==> src/rtl/byte_serializer.sv <==
// Byte-wide valid/ready input, one-deep holding register, and a bit-serial
// output stage with a programmable bit period and selectable bit order.
module byte_serializer #(
    parameter int BIT_DIV   = 4,
    parameter bit LSB_FIRST = 1'b1
) (
    input  logic       CLK,
    input  logic       RST_N,
    input  logic [7:0] DIN,
    input  logic       DIN_VALID,
    output logic       DIN_READY,
    output logic       SOUT,
    output logic       SOUT_VALID,
    output logic       FRAME_START,
    output logic       BUSY
);
    localparam int             CW       = $clog2(BIT_DIV + 1);
    localparam logic [CW-1:0]  CNT_LAST = CW'(BIT_DIV - 1);
    localparam logic [0:0]     IDLE     = 1'b0;
    localparam logic [0:0]     SHIFT    = 1'b1;

    logic [0:0]    state, state_n;
    logic          hold_full, hold_full_n;
    logic [7:0]    hold_data;
    logic [7:0]    shreg, shreg_n;
    logic [2:0]    bit_idx;
    logic [CW-1:0] cnt;
    logic          accept, bit_end, frame_end, load, sout_n;

    always_comb begin
        accept    = DIN_VALID & DIN_READY;
        bit_end   = (state == SHIFT) && (cnt == CNT_LAST);
        frame_end = bit_end && (bit_idx == 3'd7);
        // A queued byte loads either from IDLE or at the edge closing bit 7,
        // which is what makes back-to-back frames gapless.
        load      = hold_full && ((state == IDLE) || frame_end);

        state_n = state;
        if (load)
            state_n = SHIFT;
        else if (frame_end)
            state_n = IDLE;

        hold_full_n = (hold_full & ~load) | accept;

        if (load)
            shreg_n = hold_data;
        else if (LSB_FIRST)
            shreg_n = {1'b0, shreg[7:1]};
        else
            shreg_n = {shreg[6:0], 1'b0};

        sout_n = LSB_FIRST ? shreg_n[0] : shreg_n[7];
    end

    always_ff @(posedge CLK or negedge RST_N) begin
        if (!RST_N) begin
            state       <= IDLE;
            hold_full   <= 1'b0;
            hold_data   <= 8'd0;
            shreg       <= 8'd0;
            bit_idx     <= 3'd0;
            cnt         <= '0;
            DIN_READY   <= 1'b0;
            SOUT        <= 1'b0;
            SOUT_VALID  <= 1'b0;
            FRAME_START <= 1'b0;
            BUSY        <= 1'b0;
        end else begin
            state       <= state_n;
            hold_full   <= hold_full_n;
            DIN_READY   <= ~hold_full_n;
            BUSY        <= hold_full_n | (state_n == SHIFT);
            FRAME_START <= load;
            if (accept)
                hold_data <= DIN;

            if (load) begin
                shreg      <= shreg_n;
                bit_idx    <= 3'd0;
                cnt        <= '0;
                SOUT       <= sout_n;
                SOUT_VALID <= 1'b1;
            end else if (state == SHIFT) begin
                if (bit_end) begin
                    cnt <= '0;
                    if (frame_end) begin
                        SOUT       <= 1'b0;
                        SOUT_VALID <= 1'b0;
                    end else begin
                        shreg   <= shreg_n;
                        bit_idx <= bit_idx + 3'd1;
                        SOUT    <= sout_n;
                    end
                end else begin
                    cnt <= cnt + 1'b1;
                end
            end
        end
    end
endmodule

==> config.mk <==
export PLATFORM = sky130hd
export DESIGN_NAME = byte_serializer
export DESIGN_NICKNAME = d
export VERILOG_FILES = /design/src/rtl/byte_serializer.sv
export SDC_FILE = /design/constraint.sdc
export NUM_CORES = 1
export LEC_CHECK = 0
export CORE_UTILIZATION = 48
export CTS_CLUSTER_SIZE = 40
export DETAILED_ROUTE_END_ITERATION = 7
export GPL_ROUTABILITY_DRIVEN = 1
export HOLD_SLACK_MARGIN = 0.05
export PLACE_DENSITY = 0.74
export SLEW_MARGIN = 25
export SYNTH_ARGS = -nofsm -noshare
export SYNTH_HDL_FRONTEND = slang
export SYNTH_SLANG_ARGS = --single-unit
==> constraint.sdc <==
create_clock -name CLK -period 1.5 [get_ports CLK]
set_input_delay 0.3 -clock CLK [delete_from_list [all_inputs] [get_ports CLK]]
set_output_delay 0.3 -clock CLK [all_outputs]
set_load 0.01 [all_outputs]
==> summary.txt, run 1 <==
Hpwl dp = 1573 um
Top cell type's share of synthesized area = 0.5726
Boundary Pins = 16
Clk sink count = 28
R2r setup slk = 0.02 ns
IR drop worst, VDD = 980.6 uV
GPL Wtd Cong = 0.7225
Post-layout instance area = 0.001567 mm^2
DRT Wirelength = 2161 um
Critical Path Max Stage Delay = 0.39 ns
Port-buffer cells = 15
ANT cells = 0
Die footprint = 0.002755 mm^2
Cell count after placement = 151
Worst Setup EP = SOUT
Core Box Area = 0.002297 mm^2
Crit-path cells = ha_2 > ha_4 > nand2_2 > o21a_1 > buf_12 > buf_4 > nor2_2 > a31oi_1
Final Cycle Share = 0.9840
First-pass GRT wire length = 3560 um
DIE HEIGHT = 52.49 um
R2R depth = 8
Final setup violation count = 0
Place WS = -0.02245 ns
Post-synth top area cell = dfrtp_1
ANT nets after route = 0
Largest net degree at the start of global routing = 29
Fin worst setup slack = 0.02394 ns
Post-layout min period = 1.476 ns
Starting Density = 0.5327
Clk_lat worst skew = 0.32 ns
Post-route clock skew = 0.007112 ns
Fmax = 0.6775 GHz
CTS Buffer Depth = 2
Slowest cell on crit path = dfrtp_1
Synthesized cell area = 0.001224 mm^2
Outcome = finished, final reports clean
Final non-filler cell total = 157
GRT Total Usage = 0.1791
Footprint of the multi-input gates = 509.2 um^2
Critical-path maximum fanout = 7
Req. time, crit path = 1.72 ns
Vias in the first global route = 800
CTS tree = done
Post-synth cell types = 27
Setup TNS = 0 ns
Worst-Margin Slew = 0.3431 ns
Slew Viols, Final = 0
CTS Root Cell = clkbuf_4
Critical path arrival = 1.69 ns
Worst reg2reg startpoint = bit_idx[0]
Final core utilization = 0.6819
R2r endpoint = SOUT
Layout Nets = 144
Maxcap violations = 0
Worst rel slew slack = 0.7713
TritonRoute pass-1 iters = 4
Share of cells above drive strength 1 = 0.2868
Yosys warns = 0
Cells after Synth = 101
Avg Vias per Cell = 5.287
Setup crit start kind = flip-flop
Gr ovfl total = 0
CP Class = flip-flop to flip-flop
Vias post-DR = 830
Synthesized Nets = 115
CTS Buf Count = 3
Layout area overhead = 28.02%
P_leak = 0.7416 nW
Htree depth = 1
Top post-synthesis cells by area = dfrtp_1 (57%), mux2_2 (8.3%), mux2i_1 (5.7%)
Seq cells post-synth = 28
Syn Area/Cell = 12.12 um^2
Dpl cell area = 0.001475 mm^2
Final hold vios = 0
Seq/Total Area, Yosys = 0.5726
CP startpoint = bit_idx[0]
Rows = 17
Hold Path Class = primary input to asynchronous set/reset pin
Power per cell area = 1570 mW/mm^2
Number of DRC markers in iteration 0 = 4
Initial antenna violation count = 0
Die width = 52.49 um
Routed len/inst = 13.76 um
# hold bufs at CTS = 0
RSZ-0062 raised after global routing = true
Crit end category = flip-flop
FF/Latch Area = 700.7 um^2
Filler cell count = 190
DR DRC count = 0
Clock-pin slew on the worst setup and hold paths = 0.15 ns
## layout by cell type, fill, tap and decap left out
| cell | instances |
|---|---|
| a21boi_1 | 1 |
| a21oi_1 | 8 |
| a221oi_1 | 1 |
| a22o_1 | 3 |
| a2bb2oi_2 | 1 |
| a31oi_1 | 1 |
| a32o_1 | 1 |
| and2_1 | 1 |
| and2b_2 | 1 |
| buf_12 | 1 |
| buf_4 | 12 |
| buf_6 | 1 |
| bufinv_16 | 1 |
| clkbuf_4 | 3 |
| clkdlybuf4s50_1 | 10 |
| dfrtp_1 | 28 |
| dlygate4sd2_1 | 5 |
| ha_2 | 2 |
| ha_4 | 1 |
| inv_1 | 1 |
| mux2_2 | 9 |
| mux2i_1 | 7 |
| nand2_1 | 9 |
| nand2_2 | 1 |
| nand2b_1 | 2 |
| nand2b_4 | 1 |
| nand3_1 | 1 |
| nand4b_1 | 1 |
| nor2_1 | 9 |
| nor2_2 | 2 |
| nor2b_2 | 1 |
| o21a_1 | 1 |
| o21ai_1 | 1 |
| or2_1 | 1 |
## worst min-delay path by stage
stage | endpoint | slack [ns]
floorplan | BUSY | 0.004
global placement | SOUT_VALID | 0.46
detailed placement | SOUT_VALID | 0.48
CTS | cnt[1] | 0.34
global route | cnt[1] | 0.35
finish | cnt[1] | 0.33
## through the flow
stage / power [W] / hold slack (ns)
5_1_grt: 0.002638 / 0.3519
3_5_place_dp: 0.001954 / 0.4751
6_report: 0.002459 / 0.3269
4_1_cts: 0.002431 / 0.3449
2_1_floorplan: 0.001673 / 0.004409
3_3_place_gp: 0.001899 / 0.4581
## report_power, final
group | switching (W) | leakage, nW | internal, W
sequential | 0.000170 | 0.325 | 0.00104
combinational | 0.000311 | 0.388 | 0.000451
clock | 0.000218 | 0.0279 | 0.000270
## state kept, by name (all words and copies together), names as in the netlist
name / count
BUSY: 1
DIN_READY: 1
FRAME_START: 1
SOUT: 1
SOUT_VALID: 1
bit_idx: 3
cnt: 3
hold_data: 8
hold_full: 1
shreg: 7
state: 1
## layer usage
metal / vias up / global-route usage / wire length [um]
met5: - / 0 / 0
met3: 2 / 0.02609 / 69
li1: 405 / - / -
met2: 14 / 0.2932 / 1079
met4: 0 / 0.03947 / 13
met1: 409 / 0.2509 / 998
## cell families (layout without fill, tap and decap cells)
kind of cell	after synthesis	in the layout	synth area share
and+or+nand+nor	30	30	0.1207
DFF	28	28	0.5726
AOI/OAI and AO/OA	18	18	0.1033
muxes	16	16	0.1401
buffers and inverters	6	34	0.03271
adders and majority gates	3	3	0.03068
## worst max-delay path, delay by kind of cell, from the launching register on
family	cells	cell delay, ns
flops	1	0.39
buf+inv	2	0.28
simple gates	2	0.12
compound gates	2	0.23
fa+ha+maj	2	0.34
## cell type report
class | instances | share of cell area
timing repair buffer | 29 | 0.1693
tap | 28 | 0.02236
sequential | 28 | 0.4473
multi-input combinational | 67 | 0.3251
clock buffer | 3 | 0.01438
clock inverter | 1 | 0.01917
inverter | 1 | 0.002396
## synth_stat cells, drive strengths merged
| master | n |
|---|---|
| o21a | 1 |
| nand2b | 3 |
| a21boi | 1 |
| a32o | 1 |
| a2bb2oi | 1 |
| o21ai | 1 |
| nor2 | 11 |
| dfrtp | 28 |
| mux2i | 7 |
| nor2b | 1 |
| mux2 | 9 |
| and2b | 1 |
| nand4b | 1 |
| nand3 | 1 |
| a21oi | 8 |
| a22o | 3 |
| inv | 1 |
| a31oi | 1 |
| nand2 | 10 |
| or2 | 1 |
| a221oi | 1 |
| and2 | 1 |
| ha | 3 |
| buf | 5 |
## repair_timing
item | 4_1_cts | 5_1_grt
setup buffers | 0 | 1
gates cloned | 0 | 1
resized for setup | 8 | 7
pin swaps | 2 | 3
setup endpoints to repair | 12 | 12
(Power assumes the default switching activity.)
==> run 2: changes to the inputs <==
--- a/config.mk
+++ b/config.mk
@@ -5,12 +5,13 @@
 export SDC_FILE = /design/constraint.sdc
 export NUM_CORES = 1
 export LEC_CHECK = 0
-export CORE_UTILIZATION = 48
+export CORE_UTILIZATION = 50
+export CTS_BUF_LIST = sky130_fd_sc_hd__clkbuf_8
 export CTS_CLUSTER_SIZE = 40
 export DETAILED_ROUTE_END_ITERATION = 7
 export GPL_ROUTABILITY_DRIVEN = 1
 export HOLD_SLACK_MARGIN = 0.05
-export PLACE_DENSITY = 0.74
+export PLACE_DENSITY = 0.76
 export SLEW_MARGIN = 25
 export SYNTH_ARGS = -nofsm -noshare
 export SYNTH_HDL_FRONTEND = slang
==> summary.txt, run 2 (same netlist as run 1, synthesis figures left out) <==
Final Cycle Share = 0.9994 (+0.01538)
Slew Viols, Final = 0 (unchanged)
Comb pwr share = 0.324 (+0.014)
Final setup violation count = 0 (unchanged)
Final hold vios = 0 (unchanged)
DIE HEIGHT = 51.47 um (-1.9%)
Clock power frac = 0.219 (+0.021)
Gr ovfl total = 0 (unchanged)
Die footprint = 0.002649 mm^2 (-3.8%)
CP Class = flip-flop to flip-flop
Fin worst setup slack = 0.0008685 ns (-0.02307 ns)
Layout area overhead = 36.50%
Register bank with the most flops = hold_data
CTS tree = done
Port-buffer cells = 15 (unchanged)
CTS Buf Count = 3 (unchanged)
ANT nets after route = 0 (unchanged)
Setup crit start kind = flip-flop
Critical-path maximum fanout = 5 (-2)
Boundary Pins = 16 (unchanged)
RSZ-0062 raised after global routing = true
Core Box Area = 0.002255 mm^2 (-1.9%)
Hpwl dp = 1542 um (-2.0%)
Hold Path Class = primary input to asynchronous set/reset pin
Outcome = finished, final reports clean
DRT Wirelength = 2513 um (+16%)
CTS Root Cell = clkbuf_8
Crit end category = flip-flop
Initial antenna violation count = 0 (unchanged)
Clk sink count = 28 (unchanged)
Die width = 51.47 um (-1.9%)
Fmax = 0.6671 GHz (-1.5%)
Req. time, crit path = 1.67 ns (-0.05 ns)
Most common cell after layout, fill and taps aside = dfrtp_1
Rows = 17 (unchanged)
Sw frac = 0.2937 (+0.009101)
Post-layout min period = 1.499 ns (+0.02307 ns)
Max reg flops = 8 (unchanged)
Final non-filler cell total = 157 (unchanged)
GPL Wtd Cong = 0.8012 (+11%)
Clock-pin slew on the worst setup and hold paths = 0.10 ns (-0.05 ns)
ANT cells = 0 (unchanged)
Slowest cell on crit path = dfrtp_1
First-pass GRT wire length = 3684 um (+3.5%)
Starting Density = 0.5427 (+0.01005)
Setup TNS = 0 ns (unchanged)
Top Registers = hold_data (8), shreg (7)
Layout Nets = 144 (unchanged)
Share of cells above drive strength 1 = 0.3256 (+0.03876)
TritonRoute pass-1 iters = 4 (unchanged)
Min Hold Slack = 0.3881 ns (+0.06119 ns)
DR DRC count = 0 (unchanged)
Number of DRC markers in iteration 0 = 19 (+15)
Filler cell count = 153 (-19%)
GRT Total Usage = 0.1953 (+0.01618)
Post-route clock skew = 0.007418 ns (+0.0003064 ns)
P_leak = 0.7974 nW (+7.5%)
Seq pwr share = 0.457 (-0.035)
CTS Buffer Depth = 2 (unchanged)
IR drop worst, VDD = 1444 uV (+47%)
Maxcap violations = 0 (unchanged)
Cell count after placement = 149 (-1.3%)
Largest net degree at the start of global routing = 29 (unchanged)
Power Internal = 0.001914 W (+8.8%)
Vias in the first global route = 837 (+4.6%)
Crit-path cells = ha_2 > ha_4 > nand2_2 > o21a_4 > buf_12 > mux2i_2 > a21oi_2
Vias post-DR = 886 (+6.7%)
Most frequent cells in the layout = dfrtp_1 (28), clkdlybuf4s50_1 (12), nand2_1 (9), mux2_2 (9), buf_4 (9)
Critical Path Max Stage Delay = 0.40 ns (about the same)
Critical path arrival = 1.67 ns (-0.02 ns)
Worst-Margin Slew = 0.3537 ns (+0.01061 ns)
Sw Pwr = 0.0007959 W (+14%)
Worst rel slew slack = 0.7642 (-0.007072)
Clk_lat worst skew = 0.28 ns (-0.04 ns)
Power per cell area = 1623 mW/mm^2 (+3.4%)
Place WS = -0.09136 ns (-0.06891 ns)
Htree depth = 1 (unchanged)
Routed len/inst = 16.01 um (+16%)
Avg Vias per Cell = 5.643 (+6.7%)
-- run 2: cell count changes in the layout (fill, tap and decap cells not counted), moves of 2 or more --
cell / previous run / this run
dlygate4sd2_1: 5 / 0
clkdlybuf4s50_1: 10 / 12
buf_4: 12 / 9
clkbuf_4: 3 / 0
dlymetal6s2s_1: 0 / 3
clkbuf_8: 0 / 3
-- run 2: worst paths after layout --
| path | startpoint | to | slack (ns) | cells after the start |
|---|---|---|---|---|
| worst max-delay path | bit_idx[1] | shreg[3] | 0.0009 | 7 |
| worst min-delay path | RST_N | shreg[1] | 0.39 | 2 |
| worst max register to register | bit_idx[1] | shreg[3] | 0.0009 | 7 |
| worst min register to register | SOUT_VALID | SOUT_VALID | 0.50 | 2 |
| max in group asynchronous | RST_N | DIN_READY | 0.85 | 2 |
| min in group CLK | SOUT_VALID | SOUT_VALID | 0.50 | 2 |
-- run 2: layout make-up --
cell class | count | area [um^2] | area share
Clock buffer | 3 | 41.29 | 0.02472
Clock inverter | 1 | 30.03 | 0.01798
Inverter | 1 | 3.754 | 0.002247
Multi-Input combinational cell | 67 | 546.8 | 0.3273
Sequential cell | 28 | 700.7 | 0.4195
Tap cell | 28 | 35.03 | 0.02097
Timing Repair Buffer | 29 | 312.8 | 0.1873
-- run 2: through the flow --
stage                     instance area (um^2)  power (W)    util
after global placement                    1473   0.001906  0.6532
after global routing                      1670   0.002855  0.7408
after detailed placement                  1473   0.001975  0.6532
after CTS                                 1559   0.002598  0.6915
after floorplan                           1224   0.001673       -
final                                     1670   0.002710  0.7408
-- run 2: power groups by stage --
stage	Combinational [W]	Clock (W)	Sequential [W]
2_1_floorplan	0.000491	0	0.00118
5_1_grt	0.000963	0.000631	0.00126
4_1_cts	0.000782	0.000598	0.00122
3_5_place_dp	0.000751	0	0.00122
3_3_place_gp	0.000702	0	0.00120
6_report	0.000879	0.000593	0.00124
-- run 2: critical path: cells and delay by family, from the launching register on --
| kind | cells | cell delay [ns] |
|---|---|---|
| flops | 1 | 0.40 |
| buf+inv | 1 | 0.12 |
| compound gates | 2 | 0.22 |
| simple gates | 1 | 0.06 |
| mux | 1 | 0.21 |
| fa+ha+maj | 2 | 0.38 |
-- run 2: layer usage --
metal	GRT usage	part of all wire
met4	0.09459	0.020
met2	0.3528	0.53
met3	0.02976	0.028
met5	0	0
met1	0.2214	0.42
-- run 2: repair_timing --
item	CTS	global route
gates cloned	0	2
setup endpoints to repair	10	15
buffers inserted	0	2
endpoints found under the hold margin	0	0
pin swaps	1	6
gates resized for setup	3	19
hold buffers	0	0
